[config.mk]
export PLATFORM = sky130hd
export DESIGN_NAME = wave_capture
export DESIGN_NICKNAME = d
export VERILOG_FILES = /design/src/rtl/wave_pkg.sv /design/src/rtl/wave_trigger.sv /design/src/rtl/wave_capture.sv
export SDC_FILE = /design/constraint.sdc
export NUM_CORES = 1
export LEC_CHECK = 0
export ABC_AREA = 0
export ABC_CLOCK_PERIOD_IN_PS = 1400
export CORE_MARGIN = 5
export CORE_UTILIZATION = 30
export DETAILED_ROUTE_END_ITERATION = 10
export DONT_BUFFER_PORTS = 1
export GPL_ROUTABILITY_DRIVEN = 0
export PLACE_DENSITY = 0.45
export SETUP_SLACK_MARGIN = 0.05
export SLEW_MARGIN = 20
export SYNTH_ARGS = -nofsm -noshare
export SYNTH_HDL_FRONTEND = slang
export SYNTH_SLANG_ARGS = --single-unit
[constraint.sdc]
create_clock -name clk -period 1.4 [get_ports clk]
set_input_delay 0.21 -clock clk [delete_from_list [all_inputs] [get_ports clk]]
set_output_delay 0.21 -clock clk [all_outputs]
set_load 0.01 [all_outputs]
[src/rtl/wave_pkg.sv]
// wave_pkg: shared state encoding, bank geometry and sample conversion for the waveform RAM path
package wave_pkg;
    localparam int SAMPLE_W = 16;
    localparam int BANK_AW = 8;
    localparam int BANK_DEPTH = 2 ** BANK_AW;

    typedef enum logic [1:0] {ARMED, ACTIVE, WAIT} state_t;

    function automatic logic [7:0] to_offset(input logic [SAMPLE_W-1:0] s);
        return {~s[SAMPLE_W-1], s[SAMPLE_W-2:SAMPLE_W-8]};
    endfunction
endpackage

[src/rtl/wave_trigger.sv]
// wave_trigger: positive-going zero-crossing detector, single-cycle trigger qualified by new_sample_ready
// WAVE_CAPTURE_TIMEOUT_EN adds a forced trigger after TIMEOUT_SAMPLES samples without a crossing
module wave_trigger #(
    parameter int TIMEOUT_SAMPLES = 1024
) (
    input  logic clk,
    input  logic reset,
    input  logic new_sample_ready,
    input  logic sign,
    input  logic armed,
    output logic trigger
);
    logic prev_neg;
    logic timeout;

    always_ff @(posedge clk or posedge reset)
        if (reset) prev_neg <= 1'b0;
        else if (new_sample_ready) prev_neg <= sign;

`ifdef WAVE_CAPTURE_TIMEOUT_EN
    localparam int CW = $clog2(TIMEOUT_SAMPLES + 1);
    logic [CW-1:0] cnt;
    // Counter saturates at the limit so the very next sample forces the trigger
    always_ff @(posedge clk or posedge reset)
        if (reset) cnt <= '0;
        else if (!armed) cnt <= '0;
        else if (new_sample_ready && !trigger) cnt <= cnt + 1'b1;
    assign timeout = cnt == CW'(TIMEOUT_SAMPLES);
`else
    assign timeout = 1'b0;
`endif

    assign trigger = new_sample_ready & armed & ((prev_neg & ~sign) | timeout);
endmodule

[src/rtl/wave_capture.sv]
// wave_capture: writes 256 offset-binary samples after a rising zero crossing into the idle bank, swaps on display idle
// WAVE_CAPTURE_TIMEOUT_EN enables a forced trigger on DC or silent input
module wave_capture #(
    parameter int SAMPLE_W = wave_pkg::SAMPLE_W,
    parameter int BANK_AW = wave_pkg::BANK_AW,
    parameter int TIMEOUT_SAMPLES = 1024
) (
    input  logic                clk,
    input  logic                reset,
    input  logic                new_sample_ready,
    input  logic [SAMPLE_W-1:0] new_sample_in,
    input  logic                wave_display_idle,
    output logic [BANK_AW:0]    write_address,
    output logic                write_enable,
    output logic [7:0]          write_sample,
    output logic                read_index
);
    import wave_pkg::*;

    state_t state, state_n;
    logic [BANK_AW-1:0] index;
    logic trigger, accept, swap;

    wave_trigger #(.TIMEOUT_SAMPLES(TIMEOUT_SAMPLES)) u_trigger (
        .clk(clk),
        .reset(reset),
        .new_sample_ready(new_sample_ready),
        .sign(new_sample_in[SAMPLE_W-1]),
        .armed(state == ARMED),
        .trigger(trigger)
    );

    always_ff @(posedge clk or posedge reset)
        if (reset) state <= ARMED;
        else state <= state_n;

    always_comb
        state_n = state == ARMED  ? (trigger ? ACTIVE : ARMED) :
                  state == ACTIVE ? ((new_sample_ready && &index) ? WAIT : ACTIVE) :
                                    (wave_display_idle ? ARMED : WAIT);

    always_comb begin
        accept = state == ARMED ? trigger : (state == ACTIVE) & new_sample_ready;
        swap = (state == WAIT) & wave_display_idle;
    end

    // Index wraps to 0 on the last write, so ARMED always starts a capture at 0
    always_ff @(posedge clk or posedge reset)
        if (reset) begin
            index <= '0;
            read_index <= 1'b0;
            write_enable <= 1'b0;
            write_address <= '0;
            write_sample <= '0;
        end else begin
            write_enable <= accept;
            if (accept) begin
                write_address <= {~read_index, index};
                write_sample <= to_offset(new_sample_in);
                index <= index + 1'b1;
            end
            if (swap) read_index <= ~read_index;
        end
endmodule
==> key figures, run 1 <==
Floorplan
  – DIE HEIGHT: 75.64 um
  – Starting density of the core: 0.3163
  – Die area: 0.005721 mm2
  – Die width: 75.64 um
  – Number of placement rows: 23
  – I/O pin count: 39
  – CORE AREA: 0.004086 mm2

Power
  – Leakage power: 0.6708 nW
  – NetSw: 0.0006707 W
  – Switching part of the total power: 0.2692
  – Proportion of power drawn by the clock network: 0.319
  – Tot Pwr: 0.002491 W
  – Power per cell area: 1656 mW/mm2
  – Power share of the combinational group: 0.150
  – Worst ir drop on vdd: 0.3234 mV
  – Reg power frac: 0.530
  – Pint: 0.001820 W

Cells and area
  – N_diodes: 0
  – Area of the multi-input gates: 496.7 um2
  – # fillers: 391
  – Final Core Density: 0.3680
  – Register area: 750.7 um2
  – Ratio of cells with drive above 1 in the final layout: 0.3646
  – Nets: 116
  – Area Overhead vs Synth: 16.36%
  – Final instance area: 0.001504 mm2

Timing
  – Worst-Margin Slew: 522.4 ps
  – Period minus WS final: 1348 ps
  – Final period util: 0.9630
  – Final Hold Viols: 0
  – Setup Viol. Count Final: 0
  – Slew Viols, Final: 0
  – Final Skew: 4.173 ps
  – Max frequency: 0.7417 GHz
  – RSZ-0062 raised after global routing: yes
  – Final TNS setup: 0 ps
  – Slew HR: 0.6513

Setup path
  – Worst-path fanout max: 18
  – Critical Path Source: u_trigger.prev_neg$_DFFE_PP0P_
  – Critical path required time: 1550 ps
  – Critical path type: flop to flop
  – CP startpoint kind: flop
  – Worst Setup End Kind: flop
  – Arrival time at the worst endpoint: 1500 ps
  – FF-to-FF Start: u_trigger.prev_neg$_DFFE_PP0P_

Synth
  – #FFs+latches synth: 30
  – Mapped cell area: 0.001292 mm2
  – Yosys cell types: 24
  – Fraction of the yosys area taken by sequential cells: 0.5808
  – YS warnings: 0
  – Cells after Synth: 85
  – Post-Synthesis Net Count: 106
  – Avg Cell Area, Syn: 15.21 um2

Routing
  – 1st-pass router iterations: 2
  – DR iter-0 viols: 33
  – Via density: 4.808
  – WL/cell: 15.21 um
  – Routed Antenna Nets: 0
  – Residual DRC count: 0
  – DR vias: 702
  – DRT Wirelength: 2220 um

Placement
  – Placed Area: 0.001375 mm2
  – Port bufs: 0
  – Hpwl dp: 1573 um

GRT
  – Largest net degree at the start of global routing: 19
  – Total GRT Usage: 0.09116
  – Total gr overflow: 0
  – First-pass GRT wire length: 3684 um
  – Initial antenna violation count: 0
  – Vias in the first global route: 788

Clock network
  – CTS tree: done
  – Clock buffer depth: 2
  – Clk pin slew, worst setup/hold paths: 60 ps
  – Clock Latency Late Sink: 270 ps
  – H-tree lvl count: 2
  – Number of clock sinks: 30
  – Inserted Clock Buffers: 5
  – Root Buffer Master: clkbuf_8

Min path
  – Hold_sp: wave_display_idle
  – Type of the most critical hold path: primary input to flop

Run status
  – Run status: complete, no violations

Run
  – Max cap viols: 0
==> layer usage <==
layer	vias to the layer above	wire, um	global-route usage
met3	6	172	0.03166
li1	323	-	-
met2	21	1056	0.1342
met4	0	66	0.07184
met5	-	0	0
met1	352	925	0.1077
==> layout make-up <==
type,instances,share of cell area
Sequential cell,30,0.4992
Multi-Input combinational cell,49,0.3303
Clock buffer,8,0.07321
Timing Repair Buffer,6,0.04825
Tap cell,50,0.04160
Inverter,3,0.007488
==> cell families after synthesis <==
kind of cell	after synthesis	synth area share
muxes	19	0.1839
buffers and inverters	6	0.03581
xor gates and xnor gates	8	0.05421
adders and majority gates	1	0.009679
DFF	30	0.5808
AOI/OAI and AO/OA	11	0.06970
and+or+nand+nor	10	0.06583
==> flip-flops by register name, summed over array words and instances, names as in the netlist <==
| register | count |
|---|---|
| write_sample | 8 |
| u_trigger.prev_neg | 1 |
| write_enable | 1 |
| write_address | 9 |
| read_index | 1 |
| state | 2 |
| index | 8 |
==> layout by cell type, fill, tap and decap left out, drive strengths merged <==
master,n
mux2,17
a21bo,1
buf,5
and2b,1
clkbuf,8
mux2i,2
o2111ai,2
dfrtp,30
nand3b,1
and4b,1
xnor2,8
ha,1
o211ai,3
and3b,2
inv,3
dlygate4sd3,1
and3,1
a21o,1
nor2b,1
o21ai,4
and4,2
nand3,1
==> timing repair <==
item / CTS / global route
hold endpoints to repair: 12 / 0
buffers inserted: 1 / 0
endpoints found under the setup margin: 9 / 18
hold buffers: 1 / 0
gates resized for setup: 0 / 1
==> critical path, stage by stage, from the launching register on <==
cell and delay (ps):
dfrtp_1 380, nor2b_4 160, o21ai_4 140, buf_12 180, mux2_2 350
==> power groups by stage <==
stage	combinational (W)	clock [W]	sequential, W
2_1_floorplan	0.000331	0	0.00128
5_1_grt	0.000421	0.000868	0.00136
4_1_cts	0.000383	0.000832	0.00133
6_report	0.000374	0.000796	0.00132
3_5_place_dp	0.000377	0	0.00135
3_3_place_gp	0.000366	0	0.00134
==> Yosys cell counts <==
master | n | area [um2]
dfrtp_1 | 30 | 750.7
mux2_2 | 10 | 112.6
xnor2_1 | 8 | 70.07
mux2_4 | 7 | 105.1
inv_1 | 3 | 11.26
o211ai_1 | 3 | 22.52
o21ai_0 | 3 | 15.01
and3b_1 | 2 | 17.52
and4_1 | 2 | 17.52
mux2i_1 | 2 | 20.02
o2111ai_1 | 2 | 17.52
a21bo_2 | 1 | 10.01
a21o_2 | 1 | 8.760
and2b_1 | 1 | 7.510
and3_1 | 1 | 6.260
and4b_1 | 1 | 10.01
buf_12 | 1 | 20.02
buf_6 | 1 | 11.26
clkbuf_1 | 1 | 3.750
ha_1 | 1 | 12.51
nand3_1 | 1 | 5.000
nand3b_1 | 1 | 7.510
nor2b_4 | 1 | 13.76
o21ai_4 | 1 | 16.27
==> through the flow <==
step	instances	setup slack [ps]	hold slack [ps]
after floorplan	85	-65.99	300.8
final	146	51.77	23.65
after global placement	136	66.79	173.5
after CTS	146	34.82	9.132
after global routing	146	-3.626	19.42
after detailed placement	136	44.09	169.6
==> path summary, 6_finish.rpt <==
check / slack, ps / endpoint / depth (start not counted)
worst max-delay path: 50 / write_address[3]$_DFFE_PP0P_ / 4
worst min-delay path: 20 / state[1]$_DFF_PP0_ / 1
worst max register to register: 50 / write_address[3]$_DFFE_PP0P_ / 4
worst min register to register: 490 / index[7]$_DFFE_PP0P_ / 1
max in group asynchronous: 500 / write_address[6]$_DFFE_PP0P_ / 3
min in group asynchronous: 420 / write_enable$_DFF_PP0_ / 2
Power figures use the tool's default switching activity.
==> run 2: changes to the inputs <==
- ABC_CLOCK_PERIOD_IN_PS: 1400 -> 1690
- PLACE_DENSITY: 0.45 -> 0.44
- clock period: 1.4 -> 1.69 ns (I/O delays scaled with it)
==> key figures, run 2 (synthesis results as in run 1) <==
Min path
  – Hold_sp: wave_display_idle
  – Type of the most critical hold path: primary input to flop
  – WHS Endpoint: state[1]$_DFF_PP0_
  – Hold Crit Depth: 1

Floorplan
  – Die width: 75.64 um
  – Die area: 0.005721 mm2
  – CORE AREA: 0.004086 mm2
  – DIE HEIGHT: 75.64 um
  – I/O pin count: 39
  – Number of placement rows: 23
  – Starting density of the core: 0.3163

Cells and area
  – Cell Count, Final, Fillers Out: 146
  – Area of the multi-input gates: 495.5 um2
  – Area Overhead vs Synth: 14.13%
  – Biggest register: write_address
  – Commonest cells after routing, fill and taps aside: dfrtp_1, mux2_2, xnor2_1
  – Ratio of cells with drive above 1 in the final layout: 0.3542
  – Top flop regs: write_address: 9 flops, index: 8 flops, write_sample: 8 flops
  – N_diodes: 0
  – Final instance area: 0.001475 mm2
  – Nets: 116
  – Register area: 750.7 um2
  – Number of flip-flops under the largest register name: 9
  – Most common cell after layout, fill and taps aside: dfrtp_1
  – # fillers: 409

Setup path
  – Worst-path fanout max: 15
  – Critical Path Source: state[1]$_DFF_PP0_
  – FF-to-FF Start: state[1]$_DFF_PP0_
  – Reg2Reg Depth: 4
  – Arrival time at the worst endpoint: 1570 ps
  – Critical path type: flop to flop
  – Reg-to-Reg End: write_address[6]$_DFFE_PP0P_
  – Worst Setup End Kind: flop
  – Critical path required time: 1850 ps
  – Reg-to-reg slack, setup: 280 ps
  – CP startpoint kind: flop

Timing
  – Worst-Margin Slew: 237.4 ps
  – Period minus WS final: 1407 ps
  – RSZ-0062 raised after global routing: no
  – Max frequency: 0.7107 GHz
  – Slew HR: 0.8414
  – Slew Viols, Final: 0
  – Final Hold Viols: 0
  – Setup Viol. Count Final: 0
  – Final period util: 0.8325
  – Final Skew: 3.140 ps
  – Worst setup margin: 283.0 ps

Run
  – Max cap viols: 0

Clock network
  – Clock buffer depth: 2
  – PostCTS Resize Cnt: 0
  – Inserted Clock Buffers: 5
  – Number of clock sinks: 30
  – CTS tree: done
  – Clk pin slew, worst setup/hold paths: 60 ps
  – H-tree lvl count: 2
  – Clock Latency Late Sink: 280 ps
  – Root Buffer Master: clkbuf_8

Placement
  – Placed cell count: 135
  – Placed Area: 0.001343 mm2
  – Hpwl dp: 1621 um
  – Place WS: -26.03 ps
  – Port bufs: 0

GRT
  – Initial antenna violation count: 0
  – Largest net degree at the start of global routing: 18
  – Total gr overflow: 0
  – First-pass GRT wire length: 3601 um
  – Total GRT Usage: 0.09004
  – Vias in the first global route: 708

Routing
  – Via density: 4.849
  – DR vias: 708
  – DRT Wirelength: 2278 um
  – WL/cell: 15.60 um
  – Residual DRC count: 0
  – 1st-pass router iterations: 3
  – DR iter-0 viols: 24
  – Routed Antenna Nets: 0

Power
  – Leakage power: 0.6551 nW
  – Tot Pwr: 0.001993 W
  – Power per cell area: 1351 mW/mm2
  – Worst ir drop on vdd: 0.3837 mV

Run status
  – Run status: complete, no violations
## run 2: cell count changes in the layout (fill, tap and decap cells not counted)
cell / change
and2b_1: +1
and2b_2: -1
buf_12: -1
buf_4: +1
clkbuf_8: -2
clkinv_2: +1
clkinvlp_4: +1
## run 2: through the flow
step | hold WS (ps) | TNS (ps) | utilization
after floorplan | 344.3 | 0 | -
after global placement | 179.0 | 0 | 0.3285
after detailed placement | 187.9 | -127.2 | 0.3285
after CTS | 47.19 | 0 | 0.3610
after global routing | 58.22 | 0 | 0.3610
final | 58.12 | 0 | 0.3610
## run 2: routing by layer
metal / track usage / routed length (um) / vias to the layer above
met3: 0.04749 / 156 / 5
met1: 0.1173 / 1019 / 361
met5: 0 / 0 / -
met2: 0.1170 / 1038 / 19
li1: - / - / 323
met4: 0.05243 / 63 / 0
## run 2: cell type report
class                           count  area share
Clock buffer                        6     0.05598
Clock inverter                      2    0.008482
Inverter                            3    0.007634
Multi-Input combinational cell     49      0.3359
Sequential cell                    30      0.5089
Tap cell                           50     0.04241
Timing Repair Buffer                6     0.04071
## run 2: power by group
part / switching (W) / leakage (nW) / internal, W
logic: 0.000107 / 0.244 / 0.000201
registers: 0.000197 / 0.364 / 0.000894
clock network: 0.000267 / 0.0472 / 0.000327
## run 2: worst max-delay path by stage
| stage | endpoint | slack, ps | cells past startpoint |
|---|---|---|---|
| after floorplan | write_address[0]$_DFFE_PP0P_ | 220 | 5 |
| after global placement | write_address[1]$_DFFE_PP0P_ | 30 | 3 |
| after detailed placement | write_address[3]$_DFFE_PP0P_ | -30 | 3 |
| after CTS | write_address[6]$_DFFE_PP0P_ | 270 | 4 |
| after global routing | write_address[6]$_DFFE_PP0P_ | 210 | 4 |
| final | write_address[6]$_DFFE_PP0P_ | 280 | 4 |
## run 2: timing repair
| item | CTS | global route |
|---|---|---|
| setup endpoints to repair | 16 | 0 |
| setup buffers | 2 | 0 |
| endpoints found under the hold margin | 30 | 0 |
| hold buffers | 1 | 0 |
## run 2: worst max-delay path, stage by stage, from the launching register on
cell and delay (ps):
dfrtp_1 430, and2b_1 250, o21ai_4 90, buf_12 180, mux2_2 340
